`config.mk`:
```
export PLATFORM = sky130hd
export DESIGN_NAME = seg7_scan_decoder
export DESIGN_NICKNAME = d
export VERILOG_FILES = /design/src/rtl/seg7_scan_decoder.sv
export SDC_FILE = /design/constraint.sdc
export NUM_CORES = 1
export LEC_CHECK = 0
export ABC_AREA = 1
export BUFFER_PORTS_ARGS = -buffer_cell sky130_fd_sc_hd__clkbuf_2
export CAP_MARGIN = 10
export CORE_ASPECT_RATIO = 0.75
export CORE_UTILIZATION = 35
export DETAILED_ROUTE_END_ITERATION = 6
export PLACE_DENSITY = 0.65
export SYNTH_ARGS = -nofsm -noshare
export SYNTH_HDL_FRONTEND = slang
export SYNTH_SLANG_ARGS = --single-unit
```
`constraint.sdc`:
```
create_clock -name clk -period 4.9 [get_ports clk]
set_input_delay 0.98 -clock clk [delete_from_list [all_inputs] [get_ports clk]]
set_output_delay 0.98 -clock clk [all_outputs]
set_load 0.05 [all_outputs]
```
`src/rtl/seg7_scan_decoder.sv`:
```
// Recovers hex digits from a scanned, active-low 7-segment bus (seg + an).
// Define SEG7DEC_DP_EN to also capture the decimal point (dp in, dps out).
module seg7_scan_decoder #(
  parameter int DIGITS = 4,
  parameter int STABLE = 4
) (
  input  logic                  clk,
  input  logic                  rst_n,
  input  logic [6:0]            seg,
  input  logic [DIGITS-1:0]     an,
`ifdef SEG7DEC_DP_EN
  input  logic                  dp,
  output logic [DIGITS-1:0]     dps,
`endif
  output logic [4*DIGITS-1:0]   digits,
  output logic [DIGITS-1:0]     valid,
  output logic [DIGITS-1:0]     blank,
  output logic                  upd,
  output logic                  bad_pat,
  output logic                  bad_an
);

  localparam int CW = $clog2(STABLE + 1);
  localparam int IW = (DIGITS > 1) ? $clog2(DIGITS) : 1;
  localparam int NW = $clog2(DIGITS + 1);
  localparam logic [CW-1:0] CNT_MAX = CW'(STABLE);
  localparam logic [6:0] SEG_TAB [16] = '{
    7'h40, 7'h79, 7'h24, 7'h30, 7'h19, 7'h12, 7'h02, 7'h78,
    7'h00, 7'h10, 7'h08, 7'h03, 7'h46, 7'h21, 7'h06, 7'h0E
  };

  logic [6:0]        seg_sy, cand_seg;
  logic [DIGITS-1:0] an_sy;
  logic [IW-1:0]     cand_idx, low_idx;
  logic [CW-1:0]     cnt, cnt_nx;
  logic [NW-1:0]     n_low;
  logic              multi_q, one_low, multi_low, same, commit;
  logic              hit, is_blank, changed;
  logic [3:0]        nib;
`ifdef SEG7DEC_DP_EN
  logic              dp_sy, cand_dp;
`endif

  always_comb begin
    n_low   = '0;
    low_idx = '0;
    for (int k = 0; k < DIGITS; k++)
      if (!an_sy[k]) begin
        n_low   = n_low + NW'(1);
        low_idx = IW'(k);
      end
    one_low   = (n_low == NW'(1));
    multi_low = (n_low > NW'(1));

    hit = 1'b0;
    nib = '0;
    for (int j = 0; j < 16; j++)
      if (seg_sy == SEG_TAB[j]) begin
        hit = 1'b1;
        nib = 4'(j);
      end
    is_blank = (seg_sy == 7'h7F);

    same = (low_idx == cand_idx) && (seg_sy == cand_seg);
`ifdef SEG7DEC_DP_EN
    same = same && (dp_sy == cand_dp);
`endif

    // Commit only on the cycle the count first reaches STABLE; saturation blocks re-commit.
    cnt_nx = cnt;
    commit = 1'b0;
    if (!one_low)
      cnt_nx = '0;
    else if (!same) begin
      cnt_nx = CW'(1);
      commit = (STABLE == 1);
    end else if (cnt != CNT_MAX) begin
      cnt_nx = cnt + CW'(1);
      commit = (cnt_nx == CNT_MAX);
    end

    changed = (hit && (nib != digits[4*int'(low_idx) +: 4])) ||
              (hit != valid[low_idx]) || (is_blank != blank[low_idx]);
`ifdef SEG7DEC_DP_EN
    changed = changed || (hit && (dps[low_idx] != ~dp_sy));
`endif
  end

  // The sync rank feeds the tracker, whose registers form the second rank.
  always_ff @(posedge clk or negedge rst_n) begin
    if (!rst_n) begin
      seg_sy   <= '1;
      an_sy    <= '1;
      cand_idx <= '0;
      cand_seg <= '0;
      cnt      <= '0;
      multi_q  <= 1'b0;
      digits   <= '0;
      valid    <= '0;
      blank    <= '0;
      upd      <= 1'b0;
      bad_pat  <= 1'b0;
      bad_an   <= 1'b0;
`ifdef SEG7DEC_DP_EN
      dp_sy    <= 1'b1;
      cand_dp  <= 1'b0;
      dps      <= '0;
`endif
    end else begin
      seg_sy  <= seg;
      an_sy   <= an;
      cnt     <= cnt_nx;
      multi_q <= multi_low;
      bad_an  <= multi_low && !multi_q;
      upd     <= commit && changed;
      bad_pat <= commit && !hit && !is_blank;
      if (one_low && !same) begin
        cand_idx <= low_idx;
        cand_seg <= seg_sy;
      end
      if (commit) begin
        if (hit) digits[4*int'(low_idx) +: 4] <= nib;
        valid[low_idx] <= hit;
        blank[low_idx] <= is_blank;
      end
`ifdef SEG7DEC_DP_EN
      dp_sy <= dp;
      if (one_low && !same) cand_dp <= dp_sy;
      if (commit && hit) dps[low_idx] <= ~dp_sy;
`endif
    end
  end

endmodule
```
# == Word-level counts from Yosys, hierarchy flattened ==
# Cells that the tools add are included.
# op_classes
n_addsub,5
magnitude_cmp,3
n_eq_ne,25
shift,3
mux,53
n_reduce_logical,16
# ops
cell,count
two-way mux 4 bit,14
"equality test 7 bit, second input constant",5
negation 4 -> 33 bit,1
"variable shift 4 x 33 -> 16 bit, first input constant",1
indexed part select 4 x 33 -> 16 bit,1
two-way mux 1 bit,25
"equality test 7 x 5 -> 1 bit, second input constant",3
"equality test 7 x 6 -> 1 bit, second input constant",3
two-way mux 3 bit,6
bitwise mux 16 bit,1
indexed part select 16 x 5 -> 4 bit,1
"equality test 7 x 2 -> 1 bit, second input constant",2
"equality test 7 x 4 -> 1 bit, second input constant",2
"adder 3 x 1 -> 3 bit, second input constant",4
bitwise mux 4 bit,2
logical AND 1 bit,8
"equality test 7 x 3 -> 1 bit, second input constant",1
equality test 7 bit,1
logical NOT 7 bit,1
binary-select mux 1 bit (select 2 bit),2
logical NOT 1 bit,4
two-way mux 2 bit,2
!= test 4 bit,1
"equality test 3 x 1 -> 1 bit, second input constant",1
11 further kinds,13
# totals
reg_bits,51
inputBits,13
output_inout_bits,27
elab_cells,117

# == Logic depth before layout (Yosys ltp) ==
# logic_depth
ltp_word,21
mapped_depth,16
mapped_depth_nobuf,16

# == Worst setup path after synthesis ==
# Ideal clock, no wire load.
# synth_path
path_type,register to register
from,register an_sy[1]
to,register digits[10]
setup_time_ps,120
t_arrival_ps,2484
t_required_ps,4780
path_slack_ps,2297
path_stages_with_launch,16
path_buffers,1
period_less_slack_ps,2603
path_cell_list,dfstp_2 inv_2 ha_1 xor2_1 inv_1 ha_1 mux2i_1 nand2_1 inv_1 nand2_2 nor2_8 nand4_4 or2_0 buf_6 nand2_1 o21ai_2
# synth_via
elab_chain_cells,8
word_cells_on_any_way,18
cone_classes,add/sub: 3; eq/ne: 2; shift: 2; mux: 9; reduce/logical: 2
# synth_lines
item,line_no,rtl
"start, declared",33,logic [DIGITS-1:0] an_sy;
"start signal, assigned",111,an_sy <= an;
two-way mux 3 bit or two-way mux 1 bit (tied branches),48,if (!an_sy[k]) begin
adder 3 x 1 -> 3 bit or two-way mux 2 bit (tied branches),"49, 48",
two-way mux 3 bit or two-way mux 2 bit (tied branches),48,
adder 3 x 1 -> 3 bit or equality test 2 bit (tied branches),"49, 64",
two-way mux 3 bit or logical AND 1 bit (tied branches),"48, 64",
equality test 3 x 1 -> 1 bit or two-way mux 1 bit (tied branches),"52, 74",
two-way mux 1 bit,72,if (!one_low)
AND reduction 2 bit (no line),--,
"end signal, assigned by index",122,if (hit) digits[4*int'(low_idx) +: 4] <= nib;
"end, declared",15,"output logic [4*DIGITS-1:0] digits,"
# Parallel ways exist; a longest one is shown, timed or not.
# A chain may end at the register's enable or synchronous reset.

# == Final worst setup path ==
# layout_path
from,register an_sy[1]
to,register digits[11]
# Same word-level chain as after synthesis.

==> out/metrics.cfg <==
[floorplanning]
start_util_pct=36.87
die_area_um2=8227
die_w_um=104.4
die_y_um=78.80
row_count=27
core_um2=7466
ios=40

[place]
dp_cells=485
place_congestion=0.8566
dpl_worst_slack_ns=1.965
placed_area_um2=3058
dp_hpwl_um=5307
io_buffers=39

[worst_hold_path]
whs_path_depth=1
whs_endpoint=bad_an
min_from=multi_q
hold_class=flop to flop

[timing]
worst_slew_pin_slew_ns=0.7156
finalHoldViolCount=0
fmaxAchievable_ghz=0.3403
setup_ws_ns=1.961
rsz0062_at_grt=no
fin_crit_ns=2.939
finalSetupViolCount=0
tns_ns=0
skew_ns=0.005561
post-route-period-util_pct=59.97
maxSlewHeadroom_pct=51.93
drv_slew=0

[pwr]
p_per_area_nw_per_um2=293.3
ir_drop_v=0.0001092
power.total_mw=0.9209
leakage_nw=1.604

[setup_path]
rrSetupSlack_ns=1.96
cp_cell_sequence=inv_2 -> ha_1 -> xor2_1 -> inv_1 -> ha_1 -> mux2i_1 -> nand2_1 -> inv_1 -> nand2_2 -> nor2_8 -> nand4_4 -> or2_0 -> nand2_1 -> o21ai_1
worst_ep_arrival_time_ns=3.16
cp_slowest_stage_delay_ns=0.57
r2r_cells=14
cp-startpoint=an_sy[1]
rr_endpoint=digits[11]
cp_slowest_cell=dfstp_2
r2r_start=an_sy[1]
crit_family=simple AND/OR/NAND/NOR gates
worstSetupEndpointType=flop
crit_buf_inv=3
cp.required_ns=5.12
worst_setup_path_start_kind=flop
cp_max_fo=8
path_class=flop to flop

[clocking]
cts_tree=done
cts_resized=0
cts.clk_slew.worst_paths_ns=0.09
cts_max_path_buffers=2
cts_buffers=5
clock_sinks=51
htreeDepth=2
clock_latency_ns=0.33
post-cts-setup-buffers=0
hold_buffers=0
clock_tree.root_cell=clkbuf_8

[flow_run]
cap_violations=0

[layout]
drive_gt1_share_pct=20.15
final_cell_area_um2=3139
syn2layout_area_growth_pct=14.05
layout.cells.non_filler=493
antenna_cells=0
num-nets-final=410

[synth]
post-synth-top-count-cell=nand2_1
syn-mean-instance-area_um2=7.933
ys_top_cells_by_count=nand2_1 (118), dfrtp_1 (40), nor2_1 (33)
synth_edf_count=0
synthesis.area_um2=2753
synth_cell_types=36
yosysTopAreaCell=dfrtp_1
synth_ff_type=dfrtp_1
synth_area_leaders=dfrtp_1 (36%), nand2_1 (16%), dfstp_2 (11%), o21ai_0 (5.3%), nor2_1 (4.5%)
syn-num-nets=366
yosys_register_bits=51
postSynthCellCount=347
synth.top_cell.area_share_pct=36.36
ys_seq_area_share_pct=46.86
async_flop_share_pct=100.0
yosysWarnings=0

[drt]
dr.pass1.iters=4
wl_per_cell_um=14.03
vias=2432
via_per_inst=4.933
drc=0
drtIter0Drc=171
routed_wl_um=6916
ant_nets=0

[global_route]
antenna_found_initial=0
overflow=0
grt_pass1_vias=2301
grt_max_degree=52
grtUsageTotal_pct=18.32
grt_pass1_wl_um=11500

[status]
run_status=complete, no violations

[kinds of logic (layout without fill, tap and decap cells)]
kind of cell	count (synthesis)	count (layout)	share of synthesized area (%)
xor gates and xnor gates	11	11	3.500
DFF	51	51	46.86
muxes	3	3	1.182
adders and majority gates	6	6	2.727
buffers and inverters	39	84	5.818
AOI/OAI and AO/OA	44	44	8.864
and+or+nand+nor	193	193	31.05
[layer usage]
layer	wire length (um)	GRT usage, %
met1	3554	26.96
met2	2718	25.10
met3	520	5.255
met4	123	6.857
met5	0	0
[placed cells by master (no fill, tap or decap), drive strengths merged, types with 7 or more instances in the layout]
master,instances
inv,35
xor2,8
dfstp,11
o21ai,34
nand4,7
nand3,14
dfrtp,40
clkbuf,46
nand2,121
nor3,8
nor2,37
[worst reg2reg max path, cell delays in order (launching register included)]
cell,delay (ns)
dfstp_2,0.57
inv_2,0.05
ha_1,0.29
xor2_1,0.23
inv_1,0.07
ha_1,0.27
mux2i_1,0.13
nand2_1,0.08
inv_1,0.09
nand2_2,0.12
nor2_8,0.18
nand4_4,0.11
or2_0,0.41
nand2_1,0.15
o21ai_1,0.08
[layout make-up]
cell class | count | area [um^2]
sequential | 51 | 1290
tap | 101 | 126.4
inverter | 36 | 136.4
multi-input combinational | 257 | 1303
clock buffer | 7 | 76.32
timing repair buffer | 40 | 202.7
clock inverter | 1 | 5.005
fill | 759 | 4327
[sequential cells by signal (all words and copies together), names as in the netlist, 2 cells and up]
register / count
cnt: 3
digits: 16
cand_seg: 7
cand_idx: 2
blank: 4
valid: 4
seg_sy: 7
an_sy: 4
[how the worst max path moves through the flow]
stage	end	slack, ns	cells past startpoint
global route	digits[9]	1.64	14
global placement	digits[9]	2.13	14
finish	digits[11]	1.96	14
detailed placement	digits[11]	1.96	14
floorplan	digits[10]	2.30	15
CTS	digits[11]	1.94	14
[power breakdown]
| part | total, mW | internal [mW] | switching (mW) |
|---|---|---|---|
| sequential | 0.502 | 0.468 | 0.0337 |
| clock | 0.248 | 0.101 | 0.147 |
| combinational | 0.171 | 0.0643 | 0.107 |
[through the flow]
stage / util [%] / hold slack, ns
5_1_grt: 42.05 / 0.4246
6_report: 42.05 / 0.3959
2_1_floorplan: - / 0.3785
3_5_place_dp: 40.96 / 0.3863
3_3_place_gp: 40.96 / 0.4042
4_1_cts: 42.05 / 0.3989
No activity file was read; power rests on OpenSTA's default activity.
